**src/rtl/alu_rr_arbiter.sv**
```systemverilog
// -----------------------------------------------------------------------------
// alu_rr_arbiter
//
// Shares one external combinational ALU between NUM_REQ requesters using
// round-robin arbitration. One operation is in flight at a time. The winning
// requester's operands are registered onto the ALU inputs. The ALU result is
// captured one cycle later and returned on a valid/ready response channel,
// tagged with the requester index.
//
// Ports:
//   clk         single clock, rising edge
//   rst_n       synchronous active-low reset
//   req_valid   per-requester request valid            [NUM_REQ]
//   req_ready   per-requester accept, one-hot or zero  [NUM_REQ]
//   req_a       packed operand A, requester i at [i*WIDTH +: WIDTH]
//   req_b       packed operand B, same packing
//   req_op      packed opcode, requester i at [i*3 +: 3]
//   alu_a       registered operand A to the ALU
//   alu_b       registered operand B to the ALU
//   alu_op      registered opcode to the ALU
//   alu_result  combinational result from the ALU
//   rsp_valid   response valid
//   rsp_ready   response consumer ready
//   rsp_id      requester index of the response
//   rsp_result  captured ALU result
//   rsp_err     opcode was unsupported (3'b101..3'b111)
// -----------------------------------------------------------------------------
module alu_rr_arbiter #(
    parameter int NUM_REQ = 4,
    parameter int WIDTH   = 4,
    parameter int IDW     = 2
) (
    input  logic                 clk,
    input  logic                 rst_n,
    input  logic [NUM_REQ-1:0]   req_valid,
    output logic [NUM_REQ-1:0]   req_ready,
    input  logic [NUM_REQ*WIDTH-1:0] req_a,
    input  logic [NUM_REQ*WIDTH-1:0] req_b,
    input  logic [NUM_REQ*3-1:0] req_op,
    output logic [WIDTH-1:0]     alu_a,
    output logic [WIDTH-1:0]     alu_b,
    output logic [2:0]           alu_op,
    input  logic [WIDTH-1:0]     alu_result,
    output logic                 rsp_valid,
    input  logic                 rsp_ready,
    output logic [IDW-1:0]       rsp_id,
    output logic [WIDTH-1:0]     rsp_result,
    output logic                 rsp_err
);

    typedef enum logic [1:0] {
        IDLE = 2'd0,
        EXEC = 2'd1,
        RESP = 2'd2
    } state_t;

    state_t         state;
    state_t         state_next;
    logic [IDW-1:0] rr_ptr;
    logic [IDW-1:0] grant_id;
    logic [IDW-1:0] grant_sel;
    logic           grant_found;

    // Round-robin search: walk the requesters starting at rr_ptr and take the
    // first one with valid set, wrapping modulo NUM_REQ (which need not be a
    // power of two, so the wrap is done explicitly).
    always_comb begin
        int             idx;
        logic [IDW-1:0] cand;
        grant_found = 1'b0;
        grant_sel   = '0;
        idx         = 0;
        cand        = '0;
        for (int k = 0; k < NUM_REQ; k++) begin
            idx = int'(rr_ptr) + k;
            if (idx >= NUM_REQ) begin
                idx = idx - NUM_REQ;
            end
            cand = IDW'(idx);
            if (!grant_found && req_valid[cand]) begin
                grant_found = 1'b1;
                grant_sel   = cand;
            end
        end
    end

    // Accept is combinational and only ever offered while idle and out of
    // reset, so requesters see it in the same cycle the grant is decided.
    always_comb begin
        req_ready = '0;
        if (rst_n && (state == IDLE) && grant_found) begin
            req_ready[grant_sel] = 1'b1;
        end
    end

    always_comb begin
        state_next = state;
        case (state)
            IDLE: begin
                if (grant_found) begin
                    state_next = EXEC;
                end
            end
            EXEC: begin
                state_next = RESP;
            end
            RESP: begin
                if (rsp_ready) begin
                    state_next = IDLE;
                end
            end
            default: begin
                state_next = IDLE;
            end
        endcase
    end

    always_ff @(posedge clk) begin
        if (!rst_n) begin
            state <= IDLE;
        end else begin
            state <= state_next;
        end
    end

    // Datapath. rr_ptr moves only on a completed response handshake, so a
    // requester that keeps its valid high cannot be granted twice in a row
    // while others are waiting.
    always_ff @(posedge clk) begin
        if (!rst_n) begin
            rr_ptr     <= '0;
            grant_id   <= '0;
            alu_a      <= '0;
            alu_b      <= '0;
            alu_op     <= '0;
            rsp_valid  <= 1'b0;
            rsp_id     <= '0;
            rsp_result <= '0;
            rsp_err    <= 1'b0;
        end else begin
            case (state)
                IDLE: begin
                    if (grant_found) begin
                        grant_id <= grant_sel;
                        alu_a    <= req_a[int'(grant_sel)*WIDTH +: WIDTH];
                        alu_b    <= req_b[int'(grant_sel)*WIDTH +: WIDTH];
                        alu_op   <= req_op[int'(grant_sel)*3 +: 3];
                    end
                end
                EXEC: begin
                    rsp_result <= alu_result;
                    rsp_id     <= grant_id;
                    rsp_err    <= (alu_op > 3'b100);
                    rsp_valid  <= 1'b1;
                end
                RESP: begin
                    if (rsp_ready) begin
                        rsp_valid <= 1'b0;
                        if (grant_id == IDW'(NUM_REQ - 1)) begin
                            rr_ptr <= '0;
                        end else begin
                            rr_ptr <= grant_id + 1'b1;
                        end
                    end
                end
                default: begin
                    rsp_valid <= 1'b0;
                end
            endcase
        end
    end

endmodule

```
**config.mk**
```make
export PLATFORM = sky130hd
export DESIGN_NAME = alu_rr_arbiter
export DESIGN_NICKNAME = d
export VERILOG_FILES = /design/src/rtl/alu_rr_arbiter.sv
export SDC_FILE = /design/constraint.sdc
export NUM_CORES = 1
export LEC_CHECK = 0
export CORE_ASPECT_RATIO = 0.7
export CORE_MARGIN = 1.5
export CORE_UTILIZATION = 30
export DETAILED_ROUTE_END_ITERATION = 6
export GPL_ROUTABILITY_DRIVEN = 0
export GPL_TIMING_DRIVEN = 0
export PLACE_DENSITY = 0.67
export SYNTH_ARGS = -nofsm -noshare
export SYNTH_HDL_FRONTEND = slang
export SYNTH_SLANG_ARGS = --single-unit
```
**constraint.sdc**
```tcl
create_clock -name clk -period 1.7 [get_ports clk]
set_input_delay 0.255 -clock clk [delete_from_list [all_inputs] [get_ports clk]]
set_output_delay 0.255 -clock clk [all_outputs]
set_load 0.01 [all_outputs]
```
==> flow_summary.html <==
<table>
<tr><th>Metric</th><th>Value</th></tr>
<tr><th colspan="2">Run status</th></tr>
<tr><td>Outcome</td><td>finished with violations</td></tr>
<tr><td>Failing checks</td><td>negative setup slack</td></tr>
<tr><th colspan="2">Synth</th></tr>
<tr><td>FF+latch count, synth</td><td>25</td></tr>
<tr><td>Summed instance area of the synthesized netlist</td><td>0.00147 sq mm</td></tr>
<tr><td>Number of different library cells in the post-synthesis netlist</td><td>41</td></tr>
<tr><td>Mapped Nets</td><td>233</td></tr>
<tr><td>Share of the yosys chip area belonging to registers</td><td>0.341</td></tr>
<tr><td>Leading post-synthesis cells by instance count</td><td>25 x sky130_fd_sc_hd__dfxtp_1, 17 x sky130_fd_sc_hd__a21oi_1, 17 x sky130_fd_sc_hd__nand2_1, 13 x sky130_fd_sc_hd__and3_1, 13 x sky130_fd_sc_hd__o21ai_0</td></tr>
<tr><td>Most instantiated library cell after synthesis</td><td>sky130_fd_sc_hd__dfxtp_1</td></tr>
<tr><td>Share of async-settable or async-resettable flops after synthesis</td><td>0</td></tr>
<tr><td>Most area-hungry cell type in the Yosys netlist</td><td>sky130_fd_sc_hd__dfxtp_1</td></tr>
<tr><td>Synthesized instance count</td><td>177</td></tr>
<tr><td>Number of warnings printed during yosys synthesis</td><td>0</td></tr>
<tr><td>Area share of the largest cell type after synthesis</td><td>0.341</td></tr>
<tr><td>Avg Cell Area, Syn</td><td>8.30 sq um</td></tr>
<tr><td>Top post-synthesis cells by area</td><td>sky130_fd_sc_hd__dfxtp_1 34%, sky130_fd_sc_hd__a221oi_1 6.6%, sky130_fd_sc_hd__a21oi_1 5.8%, sky130_fd_sc_hd__a21boi_1 5.6%, sky130_fd_sc_hd__and3_1 5.5%</td></tr>
<tr><td>Count of flip-flops with a built-in enable after synthesis</td><td>0</td></tr>
<tr><td>Leading register cell type out of synthesis</td><td>sky130_fd_sc_hd__dfxtp_1</td></tr>
<tr><th colspan="2">STA</th></tr>
<tr><td>Final worst-path cycle share</td><td>1.00</td></tr>
<tr><td>Final Slew Violations</td><td>0</td></tr>
<tr><td>Max transition margin</td><td>0.773</td></tr>
<tr><td>Post-Route Skew</td><td>0.00214 ns</td></tr>
<tr><td>Total count of hold-check failures in the final report</td><td>0</td></tr>
<tr><td>Worst-margin pin slew</td><td>0.341 ns</td></tr>
<tr><td>Final setup violation count</td><td>2</td></tr>
<tr><td>F_max</td><td>0.586 GHz</td></tr>
<tr><td>Setup slack of the critical path after layout</td><td>-0.00512 ns</td></tr>
<tr><td>Crit path time final</td><td>1.71 ns</td></tr>
<tr><td>Unrepaired setup endpoints after global routing</td><td>true</td></tr>
<tr><th colspan="2">GRT</th></tr>
<tr><td>Pin count of the biggest net entering global routing</td><td>14</td></tr>
<tr><td>Antenna violations before repair</td><td>0</td></tr>
<tr><td>Total track usage</td><td>0.184</td></tr>
<tr><td>Via count of the first global-routing pass</td><td>1,569</td></tr>
<tr><td>First-pass GRT wire length</td><td>7510 microns</td></tr>
<tr><td>Remaining Overflow, GRT</td><td>0</td></tr>
<tr><th colspan="2">Routing</th></tr>
<tr><td>DRT iter0 DRCs</td><td>67</td></tr>
<tr><td>Final Routed Wirelength</td><td>4810 microns</td></tr>
<tr><td>Drt drc</td><td>0</td></tr>
<tr><td>Iteration count of the initial detailed-routing pass</td><td>4</td></tr>
<tr><td>DR WL/cell</td><td>14.2 microns</td></tr>
<tr><td>Via Count</td><td>1,664</td></tr>
<tr><td>Vias per inst</td><td>4.91</td></tr>
<tr><td>Remaining number of nets flagged by the antenna check after routing</td><td>0</td></tr>
<tr><th colspan="2">Die</th></tr>
<tr><td>Top-Level Pins</td><td>78</td></tr>
<tr><td>Die Outline Area</td><td>0.00533 sq mm</td></tr>
<tr><td>Placeable core region</td><td>0.00476 sq mm</td></tr>
<tr><td>Row cnt</td><td>21</td></tr>
<tr><td>Floorplan die width</td><td>86.6 microns</td></tr>
<tr><td>Height of the die</td><td>61.5 microns</td></tr>
<tr><td>Starting Density</td><td>0.309</td></tr>
<tr><th colspan="2">Setup path</th></tr>
<tr><td>Data required time at the worst endpoint</td><td>1.85 ns</td></tr>
<tr><td>Crit Path Max Fanout</td><td>8</td></tr>
<tr><td>Worst EP arrival</td><td>1.86 ns</td></tr>
<tr><td>Startpoint types</td><td>flop</td></tr>
<tr><td>Peak per-stage delay on the critical path</td><td>0.54 ns</td></tr>
<tr><td>Max stage delay cell, worst path</td><td>sky130_fd_sc_hd__or4_4</td></tr>
<tr><td>Buffers &amp; Inverters on Critical Path</td><td>2</td></tr>
<tr><td>Class of the most critical setup path</td><td>flop to flop</td></tr>
<tr><td>Ordered list of cells on the worst path</td><td>buf_8 &gt; or4_4 &gt; buf_2 &gt; and3_1 &gt; o21ai_2 &gt; a21oi_1</td></tr>
<tr><td>Largest delay share family, worst path</td><td>simple AND/OR/NAND/NOR gates</td></tr>
<tr><td>Crit path capture type</td><td>flop</td></tr>
<tr><th colspan="2">Job</th></tr>
<tr><td>Max_cap viols</td><td>0</td></tr>
<tr><th colspan="2">Power</th></tr>
<tr><td>Worst ir drop on vdd</td><td>0.298 mV</td></tr>
<tr><td>Pwr Total</td><td>1660 uW</td></tr>
<tr><td>Static power due to leakage</td><td>0.000995 uW</td></tr>
<tr><td>Pwr/cell area</td><td>643 mW/mm^2</td></tr>
<tr><th colspan="2">Clock network</th></tr>
<tr><td>Number of levels the H-tree was split into</td><td>1</td></tr>
<tr><td>CTS Buffer Depth</td><td>2</td></tr>
<tr><td>Clock buffers created by TritonCTS</td><td>3</td></tr>
<tr><td>Clock tree from TritonCTS</td><td>yes</td></tr>
<tr><td>Clk_lat worst skew</td><td>0.27 ns</td></tr>
<tr><td>Number of buffers inserted by hold repair at cts</td><td>0</td></tr>
<tr><td>CTS clock-pin slew for the worst setup and hold paths</td><td>0.08 ns</td></tr>
<tr><td>Library cell used as clock root buffer</td><td>sky130_fd_sc_hd__clkbuf_8</td></tr>
<tr><td>Clk sinks</td><td>25</td></tr>
<tr><th colspan="2">Layout</th></tr>
<tr><td>Fraction of layout cells with a size suffix above 1</td><td>0.252</td></tr>
<tr><td>Synthesis-to-layout area growth</td><td>75.5%</td></tr>
<tr><td>Non-filler instance count after layout</td><td>339</td></tr>
<tr><td>Antenna diode count</td><td>0</td></tr>
<tr><td>Fin nets</td><td>327</td></tr>
<tr><th colspan="2">Hold path</th></tr>
<tr><td>Type of the tightest min-delay check</td><td>flop to flop</td></tr>
<tr><th colspan="2">Placement</th></tr>
<tr><td>Detailed placement HPWL</td><td>3460 microns</td></tr>
<tr><td>Post-placement cell count</td><td>323</td></tr>
<tr><td>Number of I/O port buffers</td><td>77</td></tr>
</table>
-- sequential cells by signal (all words and copies together) (netlist names) --
register    count
alu_a           4
alu_b           4
alu_op          3
grant_id        2
rr_ptr          2
rsp_err         1
rsp_id          2
rsp_result      4
rsp_valid       1
state           2
-- final timing paths --
| check | from | endpoint | slack, ns | depth (start not counted) |
|---|---|---|---|---|
| max | rr_ptr[1] | alu_op[0] | -0.005 | 6 |
| min | rsp_result[0] | rsp_result[0] | 0.46 | 2 |
| max reg2reg | rr_ptr[1] | alu_op[0] | -0.005 | 6 |
| min reg2reg | rsp_result[0] | rsp_result[0] | 0.46 | 2 |
-- per-layer routing --
layer / part of all wire / track usage / wire length [microns] / up-vias
met5: 0 / 0 / 0 / -
met2: 0.43 / 0.304 / 2050 / 57
li1: - / - / - / 847
met1: 0.51 / 0.249 / 2450 / 754
met3: 0.056 / 0.0442 / 271 / 6
met4: 0.0094 / 0.0415 / 45 / 0
-- per-stage QoR --
| step | hold WS [ns] | setup TNS [ns] | instance area [sq um] | utilization | setup slack [ns] |
|---|---|---|---|---|---|
| after floorplan | 0.390 | 0 | 1470 | - | 0.0503 |
| after global placement | 0.449 | -9.95 | 2330 | 0.489 | -0.962 |
| after detailed placement | 0.457 | -10.11 | 2330 | 0.489 | -0.962 |
| after CTS | 0.468 | -0.0144 | 2550 | 0.536 | -0.00928 |
| after global routing | 0.476 | -0.405 | 2580 | 0.542 | -0.0577 |
| final | 0.464 | -0.00569 | 2580 | 0.542 | -0.00512 |
-- placed cells by master (no fill, tap or decap), drive strengths merged, types with 2 or more instances in the layout --
cell type	n
o21ai	24
a21oi	17
clkdlybuf4s50	68
nor3	2
a21boi	19
a221oi	11
buf	28
dfxtp	25
nor2	7
nand2	17
clkbuf	9
nor2b	8
and3	13
inv	2
a211oi	2
or4	2
-- final cells by class --
cell class	count	area (sq um)
fill	457	2180
multi-input combinational	137	985
timing repair buffer	92	853
sequential	25	513
tap	69	86.3
buffer	10	82.6
clock buffer	4	45.0
inverter	2	12.5
-- what timing repair did --
action	4_1_cts	5_1_grt
setup buffers	9	4
gates resized for setup	65	18
pin swaps	10	7
setup endpoints to repair	16	15
cloned	2	0
-- worst min-delay path, stage by stage, from the launching register on --
cell	delay [ns]
sky130_fd_sc_hd__dfxtp_1	0.31
sky130_fd_sc_hd__nand2_1	0.05
sky130_fd_sc_hd__a21boi_0	0.06
-- logic make-up after synthesis --
family,count (synthesis),synth area share
compound gates,81,0.365
fa+ha+maj,1,0.00852
buf+inv,15,0.0733
flops,25,0.341
mux,1,0.00681
simple gates,54,0.205
-- where the power goes --
part / internal, uW / switching (uW)
clock: 168 / 181
sequential: 645 / 38.9
combinational: 356 / 269
No activity file was read; power rests on OpenSTA's default activity.
